[config.mk]
export PLATFORM = sky130hd
export DESIGN_NAME = calc_scoreboard
export DESIGN_NICKNAME = d
export VERILOG_FILES = /design/src/rtl/calc_pkg.sv /design/src/rtl/calc_sb_port.sv /design/src/rtl/calc_scoreboard.sv
export SDC_FILE = /design/constraint.sdc
export NUM_CORES = 1
export LEC_CHECK = 0
export CAP_MARGIN = 25
export CORE_AREA = 2 2 271 273
export CTS_BUF_LIST = sky130_fd_sc_hd__clkbuf_8
export CTS_CLUSTER_DIAMETER = 150
export CTS_CLUSTER_SIZE = 14
export DETAILED_ROUTE_END_ITERATION = 8
export DIE_AREA = 0 0 273 275
export PLACE_DENSITY_LB_ADDON = 0.25
export SYNTH_ARGS = -nofsm -noshare
export SYNTH_HDL_FRONTEND = slang
export SYNTH_SLANG_ARGS = --single-unit
[constraint.sdc]
create_clock -name c_clk -period 15.35 [get_ports c_clk]
set_clock_uncertainty 0.15 [all_clocks]
set_input_delay 4.605 -clock c_clk [delete_from_list [all_inputs] [get_ports c_clk]]
set_output_delay 4.605 -clock c_clk [all_outputs]
set_load 0.005 [all_outputs]
[src/rtl/calc_pkg.sv]
// Shared response encoding, error codes and counter helpers for the calculator scoreboard.
// Latency: none (definitions only); backpressure: n/a.
package calc_pkg;

    localparam int CNT_W = 16;

    typedef enum logic [1:0] {
        RESP_NONE = 2'd0,
        RESP_OK   = 2'd1,
        RESP_INV  = 2'd2,
        RESP_IERR = 2'd3
    } resp_e;

    localparam logic [2:0] ERR_NONE    = 3'd0;
    localparam logic [2:0] ERR_RESP    = 3'd1;
    localparam logic [2:0] ERR_DATA    = 3'd2;
    localparam logic [2:0] ERR_UNEXP   = 3'd3;
    localparam logic [2:0] ERR_TIMEOUT = 3'd4;
    localparam logic [2:0] ERR_OVF     = 3'd5;

    function automatic logic [CNT_W-1:0] sat_add(input logic [CNT_W-1:0] a,
                                                 input logic [CNT_W-1:0] b);
        logic [CNT_W:0] s;
        s = {1'b0, a} + {1'b0, b};
        return s[CNT_W] ? '1 : s[CNT_W-1:0];
    endfunction

endpackage

[src/rtl/calc_sb_port.sv]
// One scoreboard lane: in-order expected-response queue, head-age timer and compare.
// Latency: error registered 1 cycle after cause; backpressure: none, full queue reports overflow.
module calc_sb_port
    import calc_pkg::*;
#(
    parameter int DATA_W  = 32,
    parameter int DEPTH   = 4,
    parameter int TIMEOUT = 64
) (
    input  logic              clk_i,
    input  logic              rst_ni,
    input  logic [1:0]        ref_resp_i,
    input  logic [DATA_W-1:0] ref_data_i,
    input  logic [1:0]        duv_resp_i,
    input  logic [DATA_W-1:0] duv_data_i,
    output logic              err_vld_o,
    output logic [2:0]        err_code_o,
    output logic              err_ev_o,
    output logic              match_ev_o,
    output logic              pending_o
);

    localparam int AW = (DEPTH > 1) ? $clog2(DEPTH) : 1;
    localparam int TW = $clog2(TIMEOUT + 1);
    localparam logic [AW:0]   FULL_CNT = (AW + 1)'(DEPTH);
    localparam logic [TW-1:0] TMAX     = TW'(TIMEOUT);

    logic [1:0]        resp_mem_q [DEPTH];
    logic [DATA_W-1:0] data_mem_q [DEPTH];
    logic [AW-1:0]     rd_ptr_q, rd_ptr_d, wr_ptr_q, wr_ptr_d;
    logic [AW:0]       cnt_q, cnt_d;
    logic [TW-1:0]     tmr_q, tmr_d;
    logic              err_vld_q;
    logic [2:0]        err_code_q, err_code_d;

    logic              ref_v, duv_v, empty, full, push, pop, ovf, timeout, drop, match;
    logic [1:0]        exp_resp;
    logic [DATA_W-1:0] exp_data;

    always_comb begin
        ref_v    = ref_resp_i != RESP_NONE;
        duv_v    = duv_resp_i != RESP_NONE;
        empty    = cnt_q == '0;
        full     = cnt_q == FULL_CNT;
        // An empty queue compares a same-cycle reference response directly.
        exp_resp = empty ? ref_resp_i : resp_mem_q[rd_ptr_q];
        exp_data = empty ? ref_data_i : data_mem_q[rd_ptr_q];
        pop      = duv_v && !empty;
        push     = ref_v && (duv_v ? !empty : !full);
        ovf      = ref_v && !duv_v && full;
        // An overflow in the timeout cycle defers the timeout by holding the timer.
        timeout  = !duv_v && !empty && !ovf && (tmr_q == TMAX);
        drop     = pop || timeout;

        match      = 1'b0;
        err_code_d = ERR_NONE;
        if (duv_v && empty && !ref_v) begin
            err_code_d = ERR_UNEXP;
        end else if (duv_v) begin
            if (exp_resp != duv_resp_i)
                err_code_d = ERR_RESP;
            else if (exp_resp == RESP_OK && exp_data != duv_data_i)
                err_code_d = ERR_DATA;
            else
                match = 1'b1;
        end else if (ovf) begin
            err_code_d = ERR_OVF;
        end else if (timeout) begin
            err_code_d = ERR_TIMEOUT;
        end

        rd_ptr_d = drop ? rd_ptr_q + AW'(1) : rd_ptr_q;
        wr_ptr_d = push ? wr_ptr_q + AW'(1) : wr_ptr_q;
        cnt_d    = cnt_q;
        if (push && !drop)
            cnt_d = cnt_q + (AW + 1)'(1);
        else if (!push && drop)
            cnt_d = cnt_q - (AW + 1)'(1);

        tmr_d = tmr_q;
        if (drop || empty)
            tmr_d = '0;
        else if (tmr_q != TMAX)
            tmr_d = tmr_q + TW'(1);
    end

    always_ff @(posedge clk_i or negedge rst_ni) begin
        if (!rst_ni) begin
            rd_ptr_q   <= '0;
            wr_ptr_q   <= '0;
            cnt_q      <= '0;
            tmr_q      <= '0;
            err_vld_q  <= 1'b0;
            err_code_q <= ERR_NONE;
        end else begin
            rd_ptr_q   <= rd_ptr_d;
            wr_ptr_q   <= wr_ptr_d;
            cnt_q      <= cnt_d;
            tmr_q      <= tmr_d;
            err_vld_q  <= err_code_d != ERR_NONE;
            err_code_q <= err_code_d;
        end
    end

    always_ff @(posedge clk_i) begin
        if (push) begin
            resp_mem_q[wr_ptr_q] <= ref_resp_i;
            data_mem_q[wr_ptr_q] <= ref_data_i;
        end
    end

    assign err_vld_o  = err_vld_q;
    assign err_code_o = err_code_q;
    assign err_ev_o   = err_code_d != ERR_NONE;
    assign match_ev_o = match;
    assign pending_o  = !empty;

endmodule

[src/rtl/calc_scoreboard.sv]
// Multi-port calculator scoreboard: per-port in-order compare plus saturating global counters.
// Latency: errors and counters update 1 cycle after cause; backpressure: none.
module calc_scoreboard
    import calc_pkg::*;
#(
    parameter int NUM_PORTS = 4,
    parameter int DATA_W    = 32,
    parameter int DEPTH     = 4,
    parameter int TIMEOUT   = 64
) (
    input  logic                        c_clk,
    input  logic                        reset_n,
    input  logic [2*NUM_PORTS-1:0]      ref_resp,
    input  logic [DATA_W*NUM_PORTS-1:0] ref_data,
    input  logic [2*NUM_PORTS-1:0]      duv_resp,
    input  logic [DATA_W*NUM_PORTS-1:0] duv_data,
    output logic [NUM_PORTS-1:0]        err_valid,
    output logic [3*NUM_PORTS-1:0]      err_code,
    output logic [CNT_W-1:0]            match_cnt,
    output logic [CNT_W-1:0]            err_cnt,
    output logic [NUM_PORTS-1:0]        pending
);

    logic [NUM_PORTS-1:0] err_ev, match_ev;
    logic [CNT_W-1:0]     err_sum, match_sum;
    logic [CNT_W-1:0]     err_cnt_q, err_cnt_d, match_cnt_q, match_cnt_d;

    for (genvar p = 0; p < NUM_PORTS; p++) begin : g_port
        calc_sb_port #(
            .DATA_W  (DATA_W),
            .DEPTH   (DEPTH),
            .TIMEOUT (TIMEOUT)
        ) u_port (
            .clk_i      (c_clk),
            .rst_ni     (reset_n),
            .ref_resp_i (ref_resp[2*p +: 2]),
            .ref_data_i (ref_data[DATA_W*p +: DATA_W]),
            .duv_resp_i (duv_resp[2*p +: 2]),
            .duv_data_i (duv_data[DATA_W*p +: DATA_W]),
            .err_vld_o  (err_valid[p]),
            .err_code_o (err_code[3*p +: 3]),
            .err_ev_o   (err_ev[p]),
            .match_ev_o (match_ev[p]),
            .pending_o  (pending[p])
        );
    end

    always_comb begin
        err_sum   = '0;
        match_sum = '0;
        for (int p = 0; p < NUM_PORTS; p++) begin
            err_sum   = err_sum + CNT_W'(err_ev[p]);
            match_sum = match_sum + CNT_W'(match_ev[p]);
        end
        err_cnt_d   = sat_add(err_cnt_q, err_sum);
        match_cnt_d = sat_add(match_cnt_q, match_sum);
    end

    always_ff @(posedge c_clk or negedge reset_n) begin
        if (!reset_n) begin
            err_cnt_q   <= '0;
            match_cnt_q <= '0;
        end else begin
            err_cnt_q   <= err_cnt_d;
            match_cnt_q <= match_cnt_d;
        end
    end

    assign err_cnt   = err_cnt_q;
    assign match_cnt = match_cnt_q;

endmodule

Word-level counts from Yosys, hierarchy flattened. Memories as Yosys holds them, arrays and structs flattened. Index checks and enable logic that the tools add are counted.

Register bits after elaboration: 104. Bits in writable memories: 544. Output and inout port bits: 52. Memories: 8.

Memories: g_port[0].u_port.data_mem_q (depth 4, width 32, rd ports 1, clocked after Yosys merged registers in 0, wr ports 1, RTL line calc_sb_port.sv:29) `logic [DATA_W-1:0] data_mem_q [DEPTH];`; g_port[1].u_port.data_mem_q (depth 4, width 32, rd ports 1, clocked after Yosys merged registers in 0, wr ports 1, RTL line calc_sb_port.sv:29); g_port[2].u_port.data_mem_q (depth 4, width 32, rd ports 1, clocked after Yosys merged registers in 0, wr ports 1, RTL line calc_sb_port.sv:29); g_port[3].u_port.data_mem_q (depth 4, width 32, rd ports 1, clocked after Yosys merged registers in 0, wr ports 1, RTL line calc_sb_port.sv:29); g_port[0].u_port.resp_mem_q (depth 4, width 2, rd ports 1, clocked after Yosys merged registers in 0, wr ports 1, RTL line calc_sb_port.sv:28) `logic [1:0] resp_mem_q [DEPTH];`; g_port[1].u_port.resp_mem_q (depth 4, width 2, rd ports 1, clocked after Yosys merged registers in 0, wr ports 1, RTL line calc_sb_port.sv:28); +2 memories.

Equal/unequal tests: 24. Add/subtract/negate cells: 28. Reduce and logical (&&, ||, !) cells: 108. Mux-type cells: 78.

Operators with widths (count): two-way mux 32 bit (4); != test 32 bit (4); two-way mux 3 bit (28); two-way mux 7 bit (8); logical AND 1 bit (48); adder 16 x 4 -> 17 bit (2); two-way mux 16 bit (2); nonzero test 2 bit (16); adder 7 x 1 -> 7 bit, second input constant (4); equality test 7 bit, second input constant (4); logical NOT 1 bit (28); two-way mux 1 bit (28); != test 7 bit, second input constant (4); adder 2 x 1 -> 2 bit, second input constant (8); two-way mux 2 bit (8); adder 3 x 1 -> 3 bit, second input constant (4); equality test 3 bit, second input constant (4); logical NOT 3 bit (4); nonzero test 3 bit (4); subtractor 3 x 1 -> 3 bit, second input constant (4); adder 3 x 1 -> 4 bit (2); equality test 2 x 1 -> 1 bit, second input constant (4); logical OR 1 bit (8); != test 2 bit (4); 2 further kinds (4).

Longest topological paths before layout. Gate-level depths: netlist of the first run.

Word-level depth: 17. Mapped depth: 21. Gate-level depth less buffers: 19.

Modules after synthesis. Synthesis of the first run repeated with hierarchy kept, for this count alone.

Cells, all modules: 1695. Area total of the unflattened synthesis: 28647.5 um2.

By module, submodules not included: calc_sb_port (g_port[1].u_port ...) (cells an instance 388, area each 6740.2 um2, sequential area each 4534.3 um2, instances 2); calc_sb_port (g_port[2].u_port) (cells an instance 377, area each 6739.0 um2, sequential area each 4534.3 um2, instances 1); calc_sb_port (g_port[0].u_port) (cells an instance 379, area each 6707.7 um2, sequential area each 4534.3 um2, instances 1); calc_scoreboard (cells an instance 163, area each 1720.4 um2, sequential area each 800.8 um2, instances 1).

Least setup slack after synthesis of the first run. OpenSTA, ideal clock, no wires.

Kind: input-to-reg. Start point: in ref_data[71]. End point: reg err_cnt_q[10] (netlist: err_cnt[10]). Arrival time: 8.207 ns. Data required time: 15.132 ns. Slack: 6.925 ns. Stages: 19. Path through: nor2b_1 > a2111oi_0 > nand3_1 > o22ai_1 > o211ai_1 > nor4_1 > nor3_1 > nor2_1 > fa_1 > fa_1 > inv_1 > fa_1 > and3_1 > nand3_1 > nor2_1 > nand3_1 > or2_2 > clkbuf_1 > nand2_1.

Longest elaborated chain between the ends: 12.

Ends and longest elaborated chain: start: declaration (RTL line calc_scoreboard.sv:14) `input logic [DATA_W*NUM_PORTS-1:0] ref_data,`; two-way mux 32 bit (RTL line calc_sb_port.sv:47) `exp_data = empty ? ref_data_i : data_mem_q[rd_ptr_q];`; != test 32 bit (RTL line calc_sb_port.sv:62) `else if (exp_resp == RESP_OK && exp_data != duv_data_i)`; logical AND 1 bit (RTL line calc_sb_port.sv:62); two-way mux 2 bit (RTL line calc_sb_port.sv:62); two-way mux 3 bit (RTL line calc_sb_port.sv:60) `if (exp_resp != duv_resp_i)`; two-way mux 3 bit (RTL line calc_sb_port.sv:59) `end else if (duv_v) begin`; two-way mux 3 bit (RTL line calc_sb_port.sv:57) `if (duv_v && empty && !ref_v) begin`; nonzero test 3 bit (RTL line calc_sb_port.sv:114) `assign err_ev_o = err_code_d != ERR_NONE;`; adder 2 x 1 -> 3 bit (RTL line calc_scoreboard.sv:52) `err_sum = err_sum + CNT_W'(err_ev[p]);`; adder 3 x 1 -> 4 bit (RTL line calc_scoreboard.sv:52); adder 16 x 4 -> 17 bit (RTL line calc_pkg.sv:24) `s = {1'b0, a} + {1'b0, b};`; two-way mux 16 bit (RTL line calc_pkg.sv:25) `return s[CNT_W] ? '1 : s[CNT_W-1:0];`; net err_cnt_d[10] (RTL line calc_scoreboard.sv:26) `logic [CNT_W-1:0] err_cnt_q, err_cnt_d, match_cnt_q, match_cnt_d;`; end signal: assignment (RTL line calc_scoreboard.sv:64) `err_cnt_q <= err_cnt_d;`; end: declaration (RTL line calc_scoreboard.sv:26).

The timed path passes the listed nets, and every way through them passes these cells. A chain may end at the register's enable or synchronous reset.

Worst setup path after layout of the first run.
Start point: in ref_data[5]. End point: reg err_cnt_q[13] (netlist: err_cnt[13]).

Longest elaborated chain between the ends: 13.

Ends and longest elaborated chain (RTL line): two-way mux 32 bit (calc_sb_port.sv:47); != test 32 bit (calc_sb_port.sv:62); logical AND 1 bit (calc_sb_port.sv:62); two-way mux 2 bit (calc_sb_port.sv:62); two-way mux 3 bit (calc_sb_port.sv:60); two-way mux 3 bit (calc_sb_port.sv:59); two-way mux 3 bit (calc_sb_port.sv:57); nonzero test 3 bit (calc_sb_port.sv:114); adder 1 x 1 -> 2 bit (calc_scoreboard.sv:52); adder 2 x 1 -> 3 bit (calc_scoreboard.sv:52); adder 3 x 1 -> 4 bit (calc_scoreboard.sv:52); adder 16 x 4 -> 17 bit (calc_pkg.sv:24); two-way mux 16 bit (calc_pkg.sv:25); net err_cnt_d[13] (calc_scoreboard.sv:26).

The timed path passes the listed nets, and every way through them passes these cells.

==> key figures, run 1 <==
Global routing
  • Initial antenna violation count: 7
  • Total gr overflow: 0
  • First-pass GRT wire length: 99,200 um
  • Largest net degree at the start of global routing: 59
  • Total GRT Usage: 17.5%
  • Number of global-route vias before repair: 16,500

Logic synthesis
  • EDFF count, synth: 544
  • Synth Flop Type: edfxtp_1
  • Asr flop ratio synth: 16.0%
  • Syn_area_per_cell: 16.5 sq um
  • Synth cell count leaders: edfxtp_1 (544), xnor2_1 (169), xor2_1 (121)
  • Post-synth top area share: 57.3%
  • Cell area after synthesis: 28,500 sq um
  • Synth top area cells: edfxtp_1 (57%), mux4_2 (9.5%), dfrtp_1 (9.1%)
  • Seq/Total Area, Yosys: 66.4%
  • #FFs+latches synth: 648
  • Synth Instances: 1,732
  • Synth cell types: 68
  • Count leader, synth: edfxtp_1
  • Cell taking the most area after synthesis: edfxtp_1
  • Net Count, Synth: 2,046
  • Synth warnings: 0

STA
  • Period utilization: 59.6%
  • Hold WS: 397 ps
  • Endpoints failing setup: 0
  • FMAX: 109 MHz
  • Least-Margin Pin Slew: 802 ps
  • Fin. Hold Viols: 0
  • Final Max Tran Viols: 0
  • Worst Slack Setup Final: 6200 ps
  • RSZ-0062 raised after global routing: false
  • Slew margin rel.: 46.2%
  • Minimum clock period: 9150 ps
  • Setup TNS: 0 ps

CTS
  • Number of CTS-inserted buffers: 52
  • Resized Gates After CTS: 0
  • Num Clock Sinks: 648
  • CTS tree: done
  • Post-CTS Hold Fix Bufs: 0
  • Bufs on Longest Clock Path: 3
  • Clk slew on worst S/H paths: 100 ps
  • Worst-Skew Late Latency: 670 ps
  • Post-CTS Setup Inserts: 0
  • H-tree Lvls: 2
  • Clock root cell: clkbuf_8

Setup path
  • CP Capture Type: register
  • WS Path Type: in2reg
  • Delay of the slowest cell on the worst path: 620 ps
  • R2R cell count: 19
  • Crit path depth: 18
  • CP Launch Type: input port
  • R2R Path Start: g_port[2].u_port.rd_ptr_q[0]
  • FF-to-FF End: err_cnt[13]
  • Slowest-stage cell, CP: nor4_1
  • Most Frequent Cell on Critical Path: fa_1
  • Worst EP arrival: 9570 ps
  • Crit-path cells: clkdlybuf4s50_1, xor2_1, nor4_1, nand2_1, nor4_1, nand4_1, a21oi_2, o2111a_1, fa_1, fa_1, inv_1, fa_1, and3_1, nand3_1, nor2_1, nand3_1, or2_2, o21ai_0
  • Critical path buffer and inverter count: 2
  • R2r setup slk: 9470 ps
  • Req. time, crit path: 15,770 ps
  • Delay-heaviest family, CP: simple AND/OR/NAND/NOR gates
  • Critical path destination: err_cnt[13]
  • Setup crit start: ref_data[5]
  • Crit-path max FO: 13

Floorplanning
  • Die X: 273 um
  • Num ports: 326
  • FP Rows: 99
  • Core area: 72,300 sq um
  • Die height: 275 um
  • Starting Density: 39.4%
  • Die ar.: 75,100 sq um

Placement
  • I/O Buffers: 325
  • Dpl hpwl: 44,800 um
  • Inst Count DP: 2,995
  • GP Congestion: 0.785
  • Post-DP Area: 32,900 sq um
  • Dpl ws: 5580 ps

Drt
  • DR vias/cell: 5.10
  • Final wirelength: 66,000 um
  • DRC viols: 0
  • Vias post-DR: 15,800
  • Post-DRT Antenna Nets: 0
  • DR pass1 iterations: 5
  • Initial drt markers: 1,082
  • DR WL/cell: 21.3 um

Final layout
  • Fill cells: 6,295
  • Post-route cell area: 33,800 sq um
  • Final core occ: 46.8%
  • Layout Nets: 2,404
  • Share of cells above drive strength 1: 10.5%
  • Area Overhead vs Synth: 18.6%
  • Non-Filler Instances: 3,094

Power
  • Power per Cell Area: 165 nW/um^2
  • Max IR drop VDD: 0.0822 mV
  • PnR Total Power: 5.58 mW
  • Lkg Pwr: 11.8 nW

Run status
  • Status: finished clean

Hold path
  • Worst Hold Class: reg2reg

Run
  • Max cap viols: 0
-- layout by cell type (no fill, tap or decap), drive strengths merged, types with 17 or more instances in the layout --
cell type	synthesis	final
a21oi	25	25
and2	17	17
and3	17	17
buf	37	28
clkbuf	11	53
clkdlybuf4s50	0	324
dfrtp	104	104
edfxtp	544	544
ha	30	30
inv	60	103
mux2i	26	26
mux4	130	130
nand2	80	80
nand3	45	45
nand4	37	37
nor2	77	77
nor3	22	22
nor4	23	23
o21ai	27	27
xnor2	169	169
xor2	121	121
-- area by class of cell --
class / instances / area (sq um) / area share (%)
sequential: 648 / 18900 / 56.0
clock inverter: 43 / 169 / 0.499
timing repair buffer: 352 / 3470 / 10.3
tap: 959 / 1200 / 3.55
clock buffer: 53 / 729 / 2.16
antenna: 3 / 7.51 / 0.0222
multi-input combinational: 973 / 9070 / 26.8
inverter: 63 / 236 / 0.699
-- registers in the layout, indices dropped and copies added (netlist names) --
name and count:
g_port.u_port.err_code_o 12, g_port.u_port.cnt_q 12, g_port.u_port.err_vld_o 4, g_port.u_port.resp_mem_q 32, g_port.u_port.tmr_q 28, g_port.u_port.rd_ptr_q 8
g_port.u_port.wr_ptr_q 8, match_cnt 16, g_port.u_port.data_mem_q 512, err_cnt 16
-- how the worst min path moves through the flow --
stage	startpoint	endpoint	depth (start not counted)
3_5_place_dp	g_port[0].u_port.tmr_q[6]	g_port[0].u_port.tmr_q[6]	2
5_1_grt	g_port[2].u_port.cnt_q[2]	g_port[2].u_port.cnt_q[2]	1
4_1_cts	g_port[3].u_port.tmr_q[0]	g_port[3].u_port.tmr_q[0]	1
6_report	g_port[3].u_port.tmr_q[0]	g_port[3].u_port.tmr_q[0]	1
3_3_place_gp	g_port[3].u_port.tmr_q[0]	g_port[3].u_port.tmr_q[0]	1
2_1_floorplan	g_port[0].u_port.tmr_q[0]	g_port[0].u_port.tmr_q[0]	1
-- routing by layer --
metal,up-vias,track usage [%],part of all wire [%]
li1,7299,-,-
met2,296,29.8,50
met1,8092,22.5,42
met5,-,0,0.070
met4,8,3.80,1.8
met3,83,4.50,6.3
-- logic make-up (layout without fill, tap and decap cells) --
family          count (synthesis)  in the layout  share of synthesized area, %
other cells                     0              3                             0
compound gates                110            110                          2.57
fa+ha+maj                      40             40                          2.02
simple gates                  369            369                          6.67
flops                         648            648                          66.4
mux                           164            164                          11.6
xor+xnor                      290            290                          8.91
buf+inv                       111            511                          1.81
-- where the power goes --
group          switching (mW)  internal (mW)  leakage, nW
registers               0.168           2.47         6.35
logic                    1.11          0.958         4.79
clock network           0.557          0.324        0.611
Note: power is estimated with default switching activity, not from simulation.
==> run 2: changes to the inputs <==
==> constraint.sdc (replaced) <==
create_clock -name c_clk -period 7.4 [get_ports c_clk]
set_clock_uncertainty 0.15 [all_clocks]
set_input_delay 2.22 -clock c_clk [delete_from_list [all_inputs] [get_ports c_clk]]
set_output_delay 2.22 -clock c_clk [all_outputs]
set_load 0.005 [all_outputs]
==> run 2 against run 1 <==
- clock power grew 110%
- sequential power is 110% higher
- combinational power is 110% higher
- first-iteration DRC count is 1.6% higher
- worst hold slack got worse by 2.3 ps
- global-route usage increased by 0.28 points
- die area unchanged
- non-clock buffer count grew 9
- utilization up 0.16 points
- critical path type unchanged
- critical endpoint unchanged
==> key figures, run 2 (same netlist as run 1, synthesis figures left out) <==
Run status
  • Status: finished clean

STA
  • Endpoints failing setup: 0 (unchanged)
  • Final Max Tran Viols: 0 (unchanged)
  • Setup TNS: 0 ps (unchanged)
  • Least-Margin Pin Slew: 919 ps (+117 ps)
  • Slew margin rel.: 38.7% (-7.5 points)
  • Period utilization: 88.3%
  • Minimum clock period: 6540 ps
  • FMAX: 153 MHz
  • Fin. Hold Viols: 0 (unchanged)
  • RSZ-0062 raised after global routing: false

Setup path
  • WS Path Type: in2reg
  • Req. time, crit path: 7840 ps (-7930 ps)
  • Crit-path max FO: 13 (unchanged)
  • CP Capture Type: register
  • Worst EP arrival: 6980 ps (-2590 ps)
  • CP Launch Type: input port

CTS
  • H-tree Lvls: 2 (unchanged)
  • Worst-Skew Late Latency: 670 ps (about the same)
  • CTS tree: done
  • Number of CTS-inserted buffers: 52 (unchanged)
  • Post-CTS Hold Fix Bufs: 0 (unchanged)
  • Clock root cell: clkbuf_8
  • Num Clock Sinks: 648 (unchanged)
  • Post-CTS Setup Inserts: 0 (unchanged)
  • Resized Gates After CTS: 0 (unchanged)
  • Clk slew on worst S/H paths: 110 ps (about the same)
  • Bufs on Longest Clock Path: 3 (unchanged)

Drt
  • Final wirelength: 67,100 um (+1.7%)
  • DR WL/cell: 21.6 um (+1.3%)
  • Vias post-DR: 15,800 (+0.13%)
  • DRC viols: 0 (unchanged)
  • DR pass1 iterations: 5 (unchanged)
  • Initial drt markers: 1,099 (+1.6%)
  • Post-DRT Antenna Nets: 0 (unchanged)
  • DR vias/cell: 5.09 (-0.19%)

Global routing
  • Number of global-route vias before repair: 16,600 (+0.72%)
  • Initial antenna violation count: 7 (unchanged)
  • Total GRT Usage: 17.7% (+0.28 points)
  • First-pass GRT wire length: 101,000 um (+1.4%)
  • Largest net degree at the start of global routing: 63 (+6.8%)
  • Total gr overflow: 0 (unchanged)

Run
  • Max cap viols: 0 (unchanged)

Floorplanning
  • Die X: 273 um (unchanged)
  • FP Rows: 99 (unchanged)
  • Num ports: 326 (unchanged)
  • Starting Density: 39.4% (unchanged)
  • Die height: 275 um (unchanged)
  • Die ar.: 75,100 sq um (unchanged)
  • Core area: 72,300 sq um (unchanged)

Final layout
  • Largest registers: g_port.u_port.data_mem_q x512, g_port.u_port.resp_mem_q x32, g_port.u_port.tmr_q x28
  • Layout Nets: 2,413 (+0.37%)
  • Most common library cell in the layout ignoring fill and taps: edfxtp_1
  • Top reg by flops: g_port.u_port.data_mem_q
  • Largest register FFs: 512 (unchanged)
  • Share of cells above drive strength 1: 10.9% (+0.43 points)
  • Area Overhead vs Synth: 19.0%
  • Commonest non-fill, non-tap cells in the layout: edfxtp_1 (544), clkdlybuf4s50_1 (324), xnor2_1 (169)
  • Final core occ: 46.9% (+0.16 points)

Power
  • Max IR drop VDD: 0.185 mV (+120%)
  • Power per Cell Area: 343 nW/um^2 (+110%)
  • Lkg Pwr: 11.8 nW (+0.46%)

Hold path
  • Worst Hold Class: reg2reg

Placement
  • GP Congestion: 0.772 (-1.7%)
  • Dpl hpwl: 46,400 um (+3.4%)
  • I/O Buffers: 325 (unchanged)
==> run 2: path summary, 6_finish.rpt <==
check,startpoint,to,slack (ps),depth (start not counted)
min reg2reg,g_port[3].u_port.tmr_q[0],g_port[3].u_port.tmr_q[0],390,1
max in group asynchronous,reset_n,g_port[1].u_port.rd_ptr_q[0],4330,2
max reg2reg,g_port[2].u_port.rd_ptr_q[0],err_cnt[13],1620,19
max,ref_data[25],err_cnt[13],860,19
min,g_port[3].u_port.tmr_q[0],g_port[3].u_port.tmr_q[0],390,1
min in group asynchronous,reset_n,g_port[3].u_port.err_code_o[1],1390,1
==> run 2: layout make-up <==
type | count | area, sq um
diodes | 5 | 12.5
clock buffers | 53 | 729
clock inverters | 42 | 165
fillers | 6327 | 38400
inverters | 63 | 236
multi-input cells | 973 | 9070
flip-flops and latches | 648 | 18900
well taps | 959 | 1200
repair buffers | 361 | 3590
==> run 2: report_power, final <==
group          switching (mW)  internal [mW]
logic                    2.22           2.04
registers               0.448           5.12
clock network            1.16          0.670
total                    3.83           7.82
==> run 2: per-stage QoR <==
step           area (sq um)  instances  worst slack, ps  power (mW)  hold WS [ps]
2_1_floorplan         28500       1732             1360        8.50           340
3_3_place_gp          33000       3002              211        9.88           364
3_5_place_dp          33000       3004              162        10.0           377
4_1_cts               33900       3099              929        11.9           391
5_1_grt               33900       3103              461        12.4           420
6_report              33900       3104              864        11.7           395
==> run 2: per-layer routing <==
metal	up-vias	GRT usage [%]	routed length, um
met2	334	30.0	33100
met4	6	3.91	1170
met5	-	0	33
met1	8063	23.3	28800
met3	76	4.19	3980
li1	7320	-	-
==> run 2: worst max-delay path: stages <==
cell and delay, ps:
clkdlybuf4s50_1 490, xor2_1 200, nor4_1 410, buf_4 190, nand2_1 50, nor4_1 260
nand4_1 270, a21oi_2 260, o2111a_1 300, fa_1 460, fa_1 390, inv_1 90
fa_1 220, and3_1 230, nand3_1 110, nor2_1 160, nand3_1 130, or2_2 430
o21ai_0 110
==> run 3: changes to the inputs <==
--- a/config.mk
+++ b/config.mk
@@ -13,6 +13,7 @@
 export DETAILED_ROUTE_END_ITERATION = 8
 export DIE_AREA = 0 0 273 275
 export PLACE_DENSITY_LB_ADDON = 0.25
+export SLEW_MARGIN = 15
 export SYNTH_ARGS = -nofsm -noshare
 export SYNTH_HDL_FRONTEND = slang
 export SYNTH_SLANG_ARGS = --single-unit
==> run 3 against run 2 <==
- die area stayed put
- worst setup slack worse by 12 ps
- sequential cell count stayed put
- total power is 0.18% lower
- final cell count hardly changed
- utilization hardly changed
- global-route usage is 0.080 points higher
- maximum frequency is 0.18% lower
- via count is 0.20% higher
==> key figures, run 3 (same netlist as run 1, synthesis figures left out) <==
Run status
  • Status: finished clean

Power
  • PnR Total Power: 11.6 mW (-0.18%)
  • Lkg Pwr: 11.8 nW (-0.13%)
  • Power per Cell Area: 343 nW/um^2 (about the same)
  • Max IR drop VDD: 0.166 mV (-10%)

Final layout
  • Top reg by flops: g_port.u_port.data_mem_q
  • Register area: 18,900 sq um (unchanged)
  • Multi-input logic area: 9070 sq um (unchanged)
  • Largest registers: g_port.u_port.data_mem_q x512, g_port.u_port.resp_mem_q x32, g_port.u_port.tmr_q x28
  • Commonest non-fill, non-tap cells in the layout: edfxtp_1 (544), clkdlybuf4s50_1 (324), xnor2_1 (169)
  • Most common library cell in the layout ignoring fill and taps: edfxtp_1
  • Area Overhead vs Synth: 18.9% (about the same)
  • Largest register FFs: 512 (unchanged)
  • Share of cells above drive strength 1: 10.9% (about the same)
  • Fill cells: 6,375 (+0.76%)
  • Layout Nets: 2,413 (unchanged)

Setup path
  • CP Launch Type: input port
  • Req. time, crit path: 7850 ps (about the same)
  • WS Path Type: in2reg
  • Crit-path max FO: 13 (unchanged)
  • CP Capture Type: register
  • Worst EP arrival: 6990 ps (about the same)

Floorplanning
  • Die height: 275 um (unchanged)
  • Core area: 72,300 sq um (unchanged)
  • Starting Density: 39.4% (unchanged)
  • Num ports: 326 (unchanged)
  • Die X: 273 um (unchanged)
  • FP Rows: 99 (unchanged)
  • Die ar.: 75,100 sq um (unchanged)

Global routing
  • First-pass GRT wire length: 101,000 um (+0.63%)
  • Total gr overflow: 0 (unchanged)
  • Number of global-route vias before repair: 16,700 (+0.18%)
  • Total GRT Usage: 17.8% (+0.080 points)
  • Initial antenna violation count: 7 (unchanged)
  • Largest net degree at the start of global routing: 63 (unchanged)

CTS
  • Post-CTS Hold Fix Bufs: 0 (unchanged)
  • Number of CTS-inserted buffers: 52 (unchanged)
  • H-tree Lvls: 2 (unchanged)
  • Num Clock Sinks: 648 (unchanged)
  • CTS tree: done
  • Clk slew on worst S/H paths: 110 ps (about the same)
  • Resized Gates After CTS: 0 (unchanged)
  • Bufs on Longest Clock Path: 3 (unchanged)
  • Clock root cell: clkbuf_8
  • Worst-Skew Late Latency: 670 ps (about the same)
  • Post-CTS Setup Inserts: 0 (unchanged)

Placement
  • GP Congestion: 0.772 (unchanged)
  • Dpl ws: 147 ps (-15.8 ps)
  • Dpl hpwl: 46,400 um (about the same)
  • I/O Buffers: 325 (unchanged)

STA
  • Least-Margin Pin Slew: 955 ps (+36.1 ps)
  • FMAX: 153 MHz (-0.18%)
  • Minimum clock period: 6550 ps (+11.8 ps)
  • Endpoints failing setup: 0 (unchanged)
  • Final Max Tran Viols: 0 (unchanged)
  • RSZ-0062 raised after global routing: false
  • Slew margin rel.: 36.3% (-2.4 points)
  • Period utilization: 88.5% (+0.16 points)
  • Fin. Hold Viols: 0 (unchanged)
  • Setup TNS: 0 ps (unchanged)
  • Worst Slack Setup Final: 852 ps (-11.8 ps)

Drt
  • Vias post-DR: 15,800 (+0.20%)
  • DR WL/cell: 21.6 um (about the same)
  • DR pass1 iterations: 6 (+1)
  • DR vias/cell: 5.10 (+0.23%)
  • DRC viols: 0 (unchanged)
  • Final wirelength: 67,100 um (about the same)
  • Initial drt markers: 976 (-11%)
  • Post-DRT Antenna Nets: 0 (unchanged)

Hold path
  • Worst Hold Class: reg2reg

Run
  • Max cap viols: 0 (unchanged)
## run 3: cell count changes in the layout (fill, tap and decap cells not counted), sizes merged
cell / previous run / this run
inv: 102 / 101
## run 3: path summary, 6_finish.rpt
| check | startpoint | end | slack, ps | cells after the start |
|---|---|---|---|---|
| max | ref_data[83] | err_cnt[13] | 850 | 19 |
| min | g_port[3].u_port.tmr_q[0] | g_port[3].u_port.tmr_q[0] | 390 | 1 |
| max reg2reg | g_port[2].u_port.rd_ptr_q[0] | err_cnt[13] | 1670 | 19 |
| min reg2reg | g_port[3].u_port.tmr_q[0] | g_port[3].u_port.tmr_q[0] | 390 | 1 |
| max in group asynchronous | reset_n | g_port[1].u_port.rd_ptr_q[0] | 4330 | 2 |
| min in group asynchronous | reset_n | g_port[3].u_port.err_code_o[1] | 1390 | 1 |
## run 3: cell type report
type | instances | area share (%)
flip-flops and latches | 648 | 55.9
clock buffers | 53 | 2.15
multi-input cells | 973 | 26.7
clock inverters | 41 | 0.476
inverters | 63 | 0.697
repair buffers | 361 | 10.5
diodes | 5 | 0.0369
well taps | 959 | 3.54
## run 3: worst max-delay path: stages
cell	delay [ps]
clkdlybuf4s50_1	490
xor2_1	200
nor4_1	540
nand3_1	140
nor4_1	280
a21oi_1	200
nor4_1	280
nor3_1	100
nor2_1	170
fa_1	460
fa_1	390
inv_1	100
fa_1	220
and3_1	230
nand3_1	100
nor2_1	180
nand3_1	130
or2_2	430
o21ai_0	110
## run 3: power by group
part | leakage [nW] | switching [mW] | internal (mW)
sequential | 6.35 | 0.450 | 5.12
combinational | 4.84 | 2.21 | 2.02
clock | 0.600 | 1.17 | 0.670
total | 11.8 | 3.83 | 7.81
## run 3: per-layer routing
metal	GRT usage, %	part of all wire [%]	vias up
met4	4.40	2.0	4
met2	29.8	49	320
met3	4.26	5.9	82
met1	23.5	43	8105
met5	0	0.033	-
li1	-	-	7320
## run 3: stage by stage
step                utilization [%]  std cells  hold slack, ps  cell area (sq um)
floorplan                         -       1732             340              28500
global placement               45.6       3002             364              33000
detailed placement             45.6       3004             377              33000
CTS                            46.9       3098             391              33900
global route                   46.9       3103             420              33900
finish                         46.9       3103             393              33900
==> patch, RTL diff (flow settings as in run 3) <==
Reset style: synchronous (`reset_n` and `rst_ni`), changed in 2 clocked blocks.
--- a/src/rtl/calc_sb_port.sv
+++ b/src/rtl/calc_sb_port.sv
@@ -84,7 +84,7 @@
             tmr_d = tmr_q + TW'(1);
     end
 
-    always_ff @(posedge clk_i or negedge rst_ni) begin
+    always_ff @(posedge clk_i) begin
         if (!rst_ni) begin
             rd_ptr_q   <= '0;
             wr_ptr_q   <= '0;
--- a/src/rtl/calc_scoreboard.sv
+++ b/src/rtl/calc_scoreboard.sv
@@ -56,7 +56,7 @@
         match_cnt_d = sat_add(match_cnt_q, match_sum);
     end
 
-    always_ff @(posedge c_clk or negedge reset_n) begin
+    always_ff @(posedge c_clk) begin
         if (!reset_n) begin
             err_cnt_q   <= '0;
             match_cnt_q <= '0;
Behaviour: differs if reset_n is asserted again (counterexample within 4 cycles, from zero or initial values and one cycle with reset_n low); with reset_n held inactive, the same outputs for 4 cycles.
==> patch against run 3 <==
Sequential cell count grew 8. Setup slack got worse by 0.17 ns. Count of clock-buffer cells in the layout up 1. Utilization is 0.48 points lower. Combinational power decreased by 18%. Design area shrank 1.0%. Total power is 10% lower. Cell count decreased by 0.84%. Wire length is 2.1% lower. Area after synthesis fell by 0.83%. Fmax fell by 2.5%. Critical path type unchanged. Critical endpoint is now match_cnt[9]. Largest cell class unchanged. Highest routed layer unchanged.
==> patch: results (changes against run 3) <==
Route:
- The total wirelength of the detailed-routed design was 65700 µm (was 67100 µm).
- The detailed-route vias per instance is 5.08 (was 5.10).
- The number of detailed-routing iterations run before antenna repair was 5 (was 6).

STA:
- The actual slew at the worst max-slew pin is 0.950 ns (was 0.955 ns).
- The post-route worst hold slack is 0.387 ns (was 0.393 ns).

Placement:
- The HPWL reported at the end of detailed placement came to 45000 µm (was 46400 µm).
- The routability congestion estimate from global placement was 0.821 (was 0.772).

Global routing:
- The global-route wire length before repair is 98300 µm (was 101000 µm).
- The global routing usage summed across all routing layers came to 17.3% (was 17.8%).

Power:
- The worst ir drop on vdd is 0.208 mV (was 0.166 mV).

Critical path:
- The number of cells on the worst reg-to-reg path was 14 (was 19).
- The largest stage delay on the critical path is 0.60 ns (was 0.54 ns).
- The endpoint arrival time on the critical path is 7.16 ns (was 6.99 ns).
- The start point of the critical path is ref_data[15] (was ref_data[83]).
- The cell with the largest stage delay on the worst path is sky130_fd_sc_hd__or3_1 (was sky130_fd_sc_hd__nor4_1).
- The capture instance of the worst register-to-register path is err_cnt[11] (was err_cnt[13]).

Min path:
- The endpoint of the worst hold-timing path is g_port[0].u_port.tmr_q[6] (was g_port[3].u_port.tmr_q[0]).
- The worst hold path depth is 2 (was 1).
- The hold path startpoint is g_port[0].u_port.tmr_q[6] (was g_port[3].u_port.tmr_q[0]).

Logic synthesis:
- The sequential area share after synthesis was 65.7% (was 66.4%).
- The number of unique standard cell types used by synthesis is 56 (was 68).
- The number of nets produced by synthesis is 2027 (was 2046).
- Commonest cells in the synthesized netlist: sky130_fd_sc_hd__edfxtp_1, sky130_fd_sc_hd__xnor2_1, sky130_fd_sc_hd__xor2_1 (unchanged).
- The post-synthesis async set-or-reset flop share is 0% (was 16.0%).

Finish:
- The post-layout net count was 2385 (was 2413).
- The fraction of final layout cells sized beyond drive strength 1 was 12.1% (was 10.9%).

Status:
- Status: completed (unchanged).
[patch: logic make-up after synthesis]
group | after synthesis | synth area share, %
xor gates and xnor gates | 321 | 9.94
buffers and inverters | 102 | 1.98
DFF | 656 | 65.7
AOI/OAI and AO/OA | 112 | 2.54
adders and majority gates | 40 | 2.03
muxes | 153 | 11.5
and+or+nand+nor | 329 | 6.32
[patch: critical path, delay by kind of cell]
kind / cells / cell delay, ns
AO/OA/AOI/OAI: 5 / 1.13
buffers and inverters: 2 / 0.58
AND/OR/NAND/NOR: 6 / 1.72
XOR/XNOR: 1 / 0.24
adder cells (fa/ha/maj): 3 / 1.26
[patch: power breakdown]
part / total (mW) / switching (mW) / internal, mW
combinational: 3.47 / 1.77 / 1.71
clock: 1.85 / 1.16 / 0.681
sequential: 5.12 / 0.304 / 4.81
total: 10.4 / 3.23 / 7.20
[patch: cell type report]
type | count | area, µm²
diodes | 3 | 7.51
clock buffers | 54 | 743
clock inverters | 44 | 173
fillers | 6318 | 38800
inverters | 47 | 178
multi-input cells | 955 | 9150
flip-flops and latches | 656 | 18600
well taps | 959 | 1200
repair buffers | 359 | 3530
[patch: per-stage QoR]
step	setup TNS (ns)	instances	worst slack, ns
final	0	3077	0.681
after global routing	0	3077	0.403
after CTS	0	3074	0.710
after detailed placement	-0.0248	2976	-0.0248
after global placement	0	2976	0.141
after floorplan	0	1713	1.49
[patch: metal layers]
metal / global-route usage (%) / vias to the layer above / share of wire (%)
met4: 4.27 / 2 / 2.0
met2: 28.8 / 354 / 49
met3: 3.94 / 87 / 6.1
met1: 23.1 / 7922 / 43
met5: 0 / - / 0.018
li1: - / 7267 / -
